**config.mk**
```make
export PLATFORM = sky130hd
export DESIGN_NAME = banked_register_block
export DESIGN_NICKNAME = d
export VERILOG_FILES = /design/src/rtl/uc_regbank_pkg.sv /design/src/rtl/banked_register_block_switch_fsm.sv /design/src/rtl/banked_register_block.sv
export SDC_FILE = /design/constraint.sdc
export NUM_CORES = 1
export LEC_CHECK = 0
export BUFFER_PORTS_ARGS = -buffer_cell sky130_fd_sc_hd__buf_4
export CAP_MARGIN = 20
export CORE_UTILIZATION = 50
export DETAILED_ROUTE_END_ITERATION = 6
export GPL_TIMING_DRIVEN = 1
export PLACE_DENSITY = 0.69
export SYNTH_ARGS = -nofsm -noshare
export SYNTH_HDL_FRONTEND = slang
export SYNTH_HIERARCHICAL = 1
export SYNTH_SLANG_ARGS = --single-unit
export TNS_END_PERCENT = 5
```
**constraint.sdc**
```tcl
create_clock -name i_clock -period 5.6 [get_ports i_clock]
set_input_delay 0.28 -clock i_clock [delete_from_list [all_inputs] [get_ports i_clock]]
set_output_delay 0.28 -clock i_clock [all_outputs]
set_load 0.02 [all_outputs]
```
**src/rtl/uc_regbank_pkg.sv**
```systemverilog
// uc_regbank_pkg: shared encodings for the banked uCISC register block.
// Latency: n/a (types, constants and a combinational helper only).
// Backpressure: n/a.
// Contents: operand select encodings, bank-switch FSM state enum, +/-1 step helper.
package uc_regbank_pkg;

  // Operand select encodings. Selects 1-3 address r1..r3 as memory operands,
  // 5-7 address the same registers directly (bit 2 set).
  localparam logic [2:0] SEL_PC         = 3'd0;
  localparam logic [2:0] SEL_FLAGS      = 3'd4;
  localparam int         SEL_DIRECT_BIT = 2;

  typedef enum logic [1:0] {
    ST_IDLE   = 2'd0,
    ST_SWITCH = 2'd1,
    ST_COPY   = 2'd2,
    ST_ACK    = 2'd3
  } bank_state_t;

  // Two-bit signed step (+1 or -1); callers sign-extend to the datapath width.
  function automatic logic [1:0] inc_step(input logic dec);
    return dec ? 2'b11 : 2'b01;
  endfunction

endpackage

```
**src/rtl/banked_register_block_switch_fsm.sv**
```systemverilog
// regbank_switch_fsm: req/ack bank-switch sequencer for banked_register_block.
// Latency: ack one cycle after a same-bank req; busy for 1 cycle (4 with copy) then ack.
// Backpressure: busy stalls the core; register writes are enabled only while idle.
// Optional: REGBANK_COPY_ON_SWITCH_EN adds three copy cycles (r1,r2,r3 old->new bank).
// Ports:
//   i_clock, i_reset        clock, synchronous active-high reset
//   i_bank_req, i_bank_sel  level request and target bank
//   o_bank_ack, o_busy      one-cycle completion pulse, switch in progress
//   o_current_bank          active bank
//   o_wr_en                 register/flag writes allowed (FSM idle)
//   o_copy_vld, o_copy_idx  copy register index 0..2 this cycle
//   o_copy_src_bank         bank being copied from
module regbank_switch_fsm
  import uc_regbank_pkg::*;
#(
  parameter int  NUM_BANKS = 2,
  localparam int BANK_W    = (NUM_BANKS > 1) ? $clog2(NUM_BANKS) : 1
) (
  input  logic              i_clock,
  input  logic              i_reset,
  input  logic              i_bank_req,
  input  logic [BANK_W-1:0] i_bank_sel,
  output logic              o_bank_ack,
  output logic              o_busy,
  output logic [BANK_W-1:0] o_current_bank,
  output logic              o_wr_en,
  output logic              o_copy_vld,
  output logic [1:0]        o_copy_idx,
  output logic [BANK_W-1:0] o_copy_src_bank
);

  localparam logic [BANK_W:0] NB = NUM_BANKS[BANK_W:0];

  bank_state_t       r_state;
  logic              r_ack;
  logic              r_busy;
  logic              r_wr_en;
  logic              r_copy_vld;
  logic [1:0]        r_cnt;
  logic [BANK_W-1:0] r_cur;
  logic [BANK_W-1:0] r_old;
  logic [BANK_W-1:0] r_target;
  logic              w_sel_ok;

  // Requests for a bank that does not exist are dropped silently.
  assign w_sel_ok = ({1'b0, i_bank_sel} < NB);

  always_ff @(posedge i_clock) begin
    if (i_reset) begin
      r_state    <= ST_IDLE;
      r_ack      <= 1'b0;
      r_busy     <= 1'b0;
      r_wr_en    <= 1'b1;
      r_copy_vld <= 1'b0;
      r_cnt      <= 2'd0;
      r_cur      <= '0;
      r_old      <= '0;
      r_target   <= '0;
    end else begin
      r_ack <= 1'b0;
      case (r_state)
        ST_IDLE: begin
          if (i_bank_req && w_sel_ok) begin
            if (i_bank_sel == r_cur) begin
              r_ack <= 1'b1;
            end else begin
              r_state  <= ST_SWITCH;
              r_busy   <= 1'b1;
              r_wr_en  <= 1'b0;
              r_target <= i_bank_sel;
            end
          end
        end
        ST_SWITCH: begin
          r_cur <= r_target;
          r_old <= r_cur;
`ifdef REGBANK_COPY_ON_SWITCH_EN
          r_state    <= ST_COPY;
          r_cnt      <= 2'd0;
          r_copy_vld <= 1'b1;
`else
          r_state <= ST_ACK;
          r_busy  <= 1'b0;
          r_ack   <= 1'b1;
`endif
        end
        ST_COPY: begin
          // Counter walks r1,r2,r3; the last copy cycle hands over to ACK.
          if (r_cnt == 2'd2) begin
            r_state    <= ST_ACK;
            r_copy_vld <= 1'b0;
            r_busy     <= 1'b0;
            r_ack      <= 1'b1;
          end else begin
            r_cnt <= r_cnt + 2'd1;
          end
        end
        ST_ACK: begin
          r_state <= ST_IDLE;
          r_wr_en <= 1'b1;
        end
        default: begin
          r_state <= ST_IDLE;
          r_wr_en <= 1'b1;
          r_busy  <= 1'b0;
        end
      endcase
    end
  end

  assign o_bank_ack      = r_ack;
  assign o_busy          = r_busy;
  assign o_current_bank  = r_cur;
  assign o_wr_en         = r_wr_en;
  assign o_copy_vld      = r_copy_vld;
  assign o_copy_idx      = r_cnt;
  assign o_copy_src_bank = r_old;

endmodule

```
**src/rtl/banked_register_block.sv**
```systemverilog
// banked_register_block: uCISC register block (pc passthrough, r1..r3, flags) in NUM_BANKS banks.
// Latency: operands combinational from the active bank; writes land at the next rising edge.
// Backpressure: o_busy high during a bank switch; writes ignored until the FSM is idle again.
// Optional: REGBANK_COPY_ON_SWITCH_EN copies r1..r3 from the old bank into the new bank on switch.
// Ports:
//   i_clock, i_reset                    clock, synchronous active-high reset
//   i_pc                                program counter (select 0 base)
//   i_source_select/i_destination_select 0 pc, 1-3 r1-r3 mem, 4 imm/flags, 5-7 r1-r3 direct
//   i_source_immediate, i_immediate     select-4 source mode, signed offset
//   i_destination_write, i_flags_value  store data, ALU flags
//   i_set_flags, i_store_value          flag write, register/flag store
//   i_pre_increment, i_post_increment, i_decrement  +/-1 adjustments
//   i_bank_req, i_bank_sel, o_bank_ack, o_busy, o_current_bank  bank switch handshake
//   o_source_out, o_destination_out, o_flags_out                operands and active flags
module banked_register_block
  import uc_regbank_pkg::*;
#(
  parameter int  WIDTH     = 16,
  parameter int  IMM_WIDTH = 7,
  parameter int  NUM_BANKS = 2,
  localparam int BANK_W    = (NUM_BANKS > 1) ? $clog2(NUM_BANKS) : 1
) (
  input  logic                 i_clock,
  input  logic                 i_reset,
  input  logic [WIDTH-1:0]     i_pc,
  input  logic [2:0]           i_source_select,
  input  logic [2:0]           i_destination_select,
  input  logic                 i_source_immediate,
  input  logic [IMM_WIDTH-1:0] i_immediate,
  input  logic [WIDTH-1:0]     i_destination_write,
  input  logic [WIDTH-1:0]     i_flags_value,
  input  logic                 i_set_flags,
  input  logic                 i_store_value,
  input  logic                 i_pre_increment,
  input  logic                 i_post_increment,
  input  logic                 i_decrement,
  input  logic                 i_bank_req,
  input  logic [BANK_W-1:0]    i_bank_sel,
  output logic                 o_bank_ack,
  output logic                 o_busy,
  output logic [BANK_W-1:0]    o_current_bank,
  output logic [WIDTH-1:0]     o_source_out,
  output logic [WIDTH-1:0]     o_destination_out,
  output logic [WIDTH-1:0]     o_flags_out
);

  logic [WIDTH-1:0] r_regs  [NUM_BANKS][3];
  logic [WIDTH-1:0] r_flags [NUM_BANKS];

  logic              w_wr_en;
  logic              w_copy_vld;
  logic [1:0]        w_copy_idx;
  logic [BANK_W-1:0] w_copy_src;
  logic [BANK_W-1:0] w_cur;
  logic [1:0]        w_step2;
  logic [WIDTH-1:0]  w_step;
  logic [WIDTH-1:0]  w_imm;
  logic [WIDTH-1:0]  w_src_reg;
  logic [WIDTH-1:0]  w_dst_reg;
  logic [WIDTH-1:0]  w_src_base;
  logic [WIDTH-1:0]  w_dst_base;
  logic [1:0]        w_src_idx;
  logic [1:0]        w_dst_idx;
  logic              w_src_mem;
  logic              w_dst_mem;
  logic              w_dst_dir;
  logic [2:0]        w_store_hit;
  logic [2:0]        w_post_hit;

  regbank_switch_fsm #(
    .NUM_BANKS (NUM_BANKS)
  ) u_switch_fsm (
    .i_clock         (i_clock),
    .i_reset         (i_reset),
    .i_bank_req      (i_bank_req),
    .i_bank_sel      (i_bank_sel),
    .o_bank_ack      (o_bank_ack),
    .o_busy          (o_busy),
    .o_current_bank  (w_cur),
    .o_wr_en         (w_wr_en),
    .o_copy_vld      (w_copy_vld),
    .o_copy_idx      (w_copy_idx),
    .o_copy_src_bank (w_copy_src)
  );

  assign o_current_bank = w_cur;

  assign w_step2 = inc_step(i_decrement);
  assign w_step  = {{(WIDTH-2){w_step2[1]}}, w_step2};
  assign w_imm   = {{(WIDTH-IMM_WIDTH){i_immediate[IMM_WIDTH-1]}}, i_immediate};

  assign w_src_idx = i_source_select[1:0];
  assign w_dst_idx = i_destination_select[1:0];
  // Register selects: non-zero low bits; bit 2 distinguishes direct (5-7) from memory (1-3).
  assign w_src_mem = (w_src_idx != 2'd0) && !i_source_select[SEL_DIRECT_BIT];
  assign w_dst_mem = (w_dst_idx != 2'd0) && !i_destination_select[SEL_DIRECT_BIT];
  assign w_dst_dir = (w_dst_idx != 2'd0) &&  i_destination_select[SEL_DIRECT_BIT];

  always_comb begin
    w_src_reg = '0;
    w_dst_reg = '0;
    if (w_src_idx != 2'd0) w_src_reg = r_regs[w_cur][w_src_idx - 2'd1];
    if (w_dst_idx != 2'd0) w_dst_reg = r_regs[w_cur][w_dst_idx - 2'd1];

    if (i_source_select == SEL_PC)         w_src_base = i_pc;
    else if (i_source_select == SEL_FLAGS) w_src_base = i_flags_value;
    else                                   w_src_base = w_src_reg;

    if (i_destination_select == SEL_PC)         w_dst_base = i_pc;
    else if (i_destination_select == SEL_FLAGS) w_dst_base = i_flags_value;
    else                                        w_dst_base = w_dst_reg;
  end

  // Select 4 in immediate mode yields the immediate alone rather than base + offset.
  assign o_source_out = (i_source_select == SEL_FLAGS && i_source_immediate) ?
                        w_imm : (w_src_base + w_imm);
  assign o_destination_out = w_dst_base + (i_pre_increment ? w_step : '0);
  assign o_flags_out = r_flags[w_cur];

  always_comb begin
    w_store_hit = 3'b000;
    w_post_hit  = 3'b000;
    if (i_store_value && w_dst_dir) w_store_hit = 3'b001 << (w_dst_idx - 2'd1);
    // Post-increment steps at most one register; the destination wins over the source.
    if (i_post_increment) begin
      if (w_dst_mem)      w_post_hit = 3'b001 << (w_dst_idx - 2'd1);
      else if (w_src_mem) w_post_hit = 3'b001 << (w_src_idx - 2'd1);
    end
  end

  always_ff @(posedge i_clock) begin
    if (i_reset) begin
      for (int b = 0; b < NUM_BANKS; b++) begin
        r_flags[b] <= '0;
        for (int k = 0; k < 3; k++) r_regs[b][k] <= '0;
      end
    end else if (w_wr_en) begin
      if (i_set_flags) begin
        r_flags[w_cur] <= i_flags_value;
      end else if (i_store_value && i_destination_select == SEL_FLAGS) begin
        r_flags[w_cur] <= i_destination_write;
      end
      for (int k = 0; k < 3; k++) begin
        if (w_store_hit[k])     r_regs[w_cur][k] <= i_destination_write;
        else if (w_post_hit[k]) r_regs[w_cur][k] <= r_regs[w_cur][k] + w_step;
      end
    end else if (w_copy_vld && w_copy_idx != 2'd3) begin
      r_regs[w_cur][w_copy_idx] <= r_regs[w_copy_src][w_copy_idx];
    end
  end

endmodule

```
==> qor.csv <==
stage,metric,value,unit
status,outcome,finished with violations,
status,violations,slew limit,
logic_synthesis,ys_seq_elements,138,
job,cap_violations,0,
timing,fin_setup_tns,0,ns
pwr,switchingPower,2240,uW
timing,fin_ws,0.565,ns
timing,holdWs,0.142,ns
timing,finalCritPeriodShare,0.899,
critical_path,ff2ff_path_depth,10,
timing,hold_viol_final,0,
critical_path,worstPathRequired,5.32,ns
critical_path,arrival,4.76,ns
global_route,grt_first_pass_wirelength,66.7,mm
pwr,p_sw_frac,0.422,
clock_tree,cts_sinks,138,
critical_path,crit_buf_inv,2,
route,drc_errors,0,
hold_path,hp-class,input port to flop,
route,routed_wl,44.8,mm
die,die_h,162,um
final_layout,stdcell_count,1853,
clock_tree,cts_tree,built,
critical_path,path_cells,"buf_4, mux2i_1, mux2i_1, a221oi_1, a21oi_1, ha_1, a21o_1, a21o_1, a21oi_1, o21ai_0, a211o_1, a21oi_1, xnor2_1, buf_4",
logic_synthesis,ys_warn_count,6,
die,dieArea,26400,um2
timing,rsz0062_at_grt,no,
timing,slew_viol_final,15,
critical_path,cp_slowest_cell,mux2i_1,
logic_synthesis,ys_seq_area_frac,0.314,
final_layout,final_common_cell,nor2_1,
clock_tree,clockRootBuffer,clkbuf_16,
route,vias_per_cell,6.55,
clock_tree,numCtsBuffers,17,
critical_path,crit_type,flop to primary output,
critical_path,cpMostUsedCell,a21oi_1,
clock_tree,post_cts_buffers,0,
route,detail_route.wl_per_cell,24.2,um
critical_path,cp_top_family,compound AO/OA/AOI/OAI gates,
hold_path,holdPathStages,3,
clock_tree,cts-resized-gates,0,
placed_design,dp.cells,1821,
pwr,power,5310,uW
clock_tree,cts_max_level,4,
global_route,grt_remaining_overflow,0,
route,first_pass_iters,6,
route,vias,12100,
critical_path,path_max_fanout,24,
logic_synthesis,yosysTopAreaCell,edfxtp_1,
clock_tree,ctsHoldBuffers,0,
timing,slew_headroom,-0.340,
pwr,leakagePower,0.00609,uW
clock_tree,path_clk_slew,0.06,ns
timing,period_needed,5.04,ns
die,ios,122,
placed_design,port_buffers,121,
timing,clock.fmax,0.199,GHz
global_route,track_usage,0.338,
final_layout,layout_common_cells,"147 x nor2_1, 146 x buf_4, 133 x mux2i_1",
final_layout,fin_nets,1676,
pwr,pwr-share-clk,0.232,
pwr,p_int,3070,uW
final_layout,synthToLayoutAreaGrowth,13.9,%
logic_synthesis,yosys_most_used_dff,edfxtp_1,
placed_design,gp_congestion,0.950,
die,rows,58,
final_layout,n_fill_cell,2231,
pwr,power_density,362,nW/um2
timing,finalSetupViolCount,0,
global_route,grt_pass1_vias,11200,
logic_synthesis,syn-cell-area,12900,um2
critical_path,critPathMaxStageDelay,0.59,ns
logic_synthesis,synthTopCellsByArea,"edfxtp_1 30%, mux2i_1 10%, ha_1 8.6%",
logic_synthesis,syn_avg_cell_area,8.98,um2
die,die_w,162,um
timing,fin_worst_skew,0.0143,ns
final_layout,drive_gt1_frac,0.156,
logic_synthesis,synth_cells,1434,
die,start_util,0.510,
placed_design,dp_hpwl,33.6,mm
global_route,grt_max_degree,40,
pwr,seqPwrFrac,0.264,
route,ant_nets,0,
logic_synthesis,synthArstFlopShare,0,
logic_synthesis,yosysTopAreaCellShare,0.298,
pwr,p_comb_frac,0.503,
clock_tree,clock_latency,0.44,ns
logic_synthesis,synth_cell_types,81,
final_layout,multi_input_area,8260,um2
critical_path,cp.depth,14,
route,drtIter0Drc,1771,
final_layout,antenna_cells,0,
critical_path,ff2ff_setup_slack,1.47,ns
logic_synthesis,synth_nets,1599,
critical_path,cp-start-kind,flop,
timing,tightest_slew,2.00,ns
die,core-area,25300,um2
global_route,antenna_found_initial,1,
clock_tree,clock_path_buffers,2,
logic_synthesis,synth-edff-count,128,
pwr,ir_drop,0.250,mV
placed_design,pre_cts_ws,1.07,ns
final_layout,seqCellArea,4050,um2
critical_path,worstSetupEndpointType,primary output,
-- flip-flops by register name, summed over array words and instances, names as in the netlist --
name,count
u_switch_fsm/o_copy_src_bank,1
u_switch_fsm/r_target,1
r_regs,96
u_switch_fsm/o_bank_ack,1
u_switch_fsm/o_current_bank,1
u_switch_fsm/o_copy_idx,2
u_switch_fsm/o_wr_en,1
u_switch_fsm/r_state,2
r_flags,32
u_switch_fsm/o_busy,1
-- kinds of logic (layout without fill, tap and decap cells) --
kind of cell | Yosys count | after routing | share of synthesized area
AOI/OAI and AO/OA | 438 | 438 | 0.226
xor gates and xnor gates | 53 | 53 | 0.0366
adders and majority gates | 94 | 94 | 0.0942
buffers and inverters | 146 | 235 | 0.0460
DFF | 138 | 138 | 0.314
muxes | 174 | 174 | 0.142
other | 1 | 1 | 0.000291
and+or+nand+nor | 390 | 390 | 0.141
-- synth_stat cells (22+ instances only) --
master,count
inv_1,57
ha_1,89
o21ai_0,83
edfxtp_1,128
xnor2_1,27
nor2_1,147
nor3_1,27
mux2i_1,133
a221oi_1,39
a21o_1,26
mux2_2,35
nand2_1,99
clkbuf_1,63
xor2_1,25
a211oi_1,37
a21oi_1,117
o22ai_1,22
-- metal layers --
| layer | GRT usage | wire length [um] |
|---|---|---|
| met3 | 0.0772 | 5430 |
| met2 | 0.511 | 19300 |
| met4 | 0.152 | 1880 |
| met5 | 0 | 9 |
| met1 | 0.459 | 18100 |
-- worst min-delay path: stages --
cell and delay, ns:
buf_4 0.12, nand3_1 0.06, a211oi_1 0.06
-- path summary, 6_finish.rpt --
check                                   start                 endpoint
hold / removal                     i_bank_req  u_switch_fsm/o_bank_ack
hold reg to reg         u_switch_fsm/r_target    u_switch_fsm/r_target
setup reg to reg  u_switch_fsm/o_current_bank            r_regs[1][47]
setup / recovery  u_switch_fsm/o_current_bank    o_destination_out[14]
-- per-stage QoR --
step / area [um2] / utilization
after floorplan: 12900 / -
after global placement: 14000 / 0.555
after detailed placement: 14000 / 0.555
after CTS: 14700 / 0.580
after global routing: 14700 / 0.581
final: 14700 / 0.581
-- cell type report --
class | count | share of cell area
tap | 330 | 0.0282
clock inverter | 13 | 0.0131
inverter | 57 | 0.0146
clock buffer | 18 | 0.0293
multi-input combinational | 1150 | 0.563
timing repair buffer | 147 | 0.0758
sequential | 138 | 0.276
-- power by group through the flow --
stage / Clock (uW) / Combinational [uW] / Sequential [uW]
after floorplan: 0 / 1810 / 1390
after global placement: 0 / 2550 / 1410
after detailed placement: 0 / 2580 / 1420
after CTS: 1220 / 2600 / 1400
after global routing: 1260 / 2850 / 1410
final: 1230 / 2670 / 1400
Note: power is estimated with default switching activity, not from simulation.
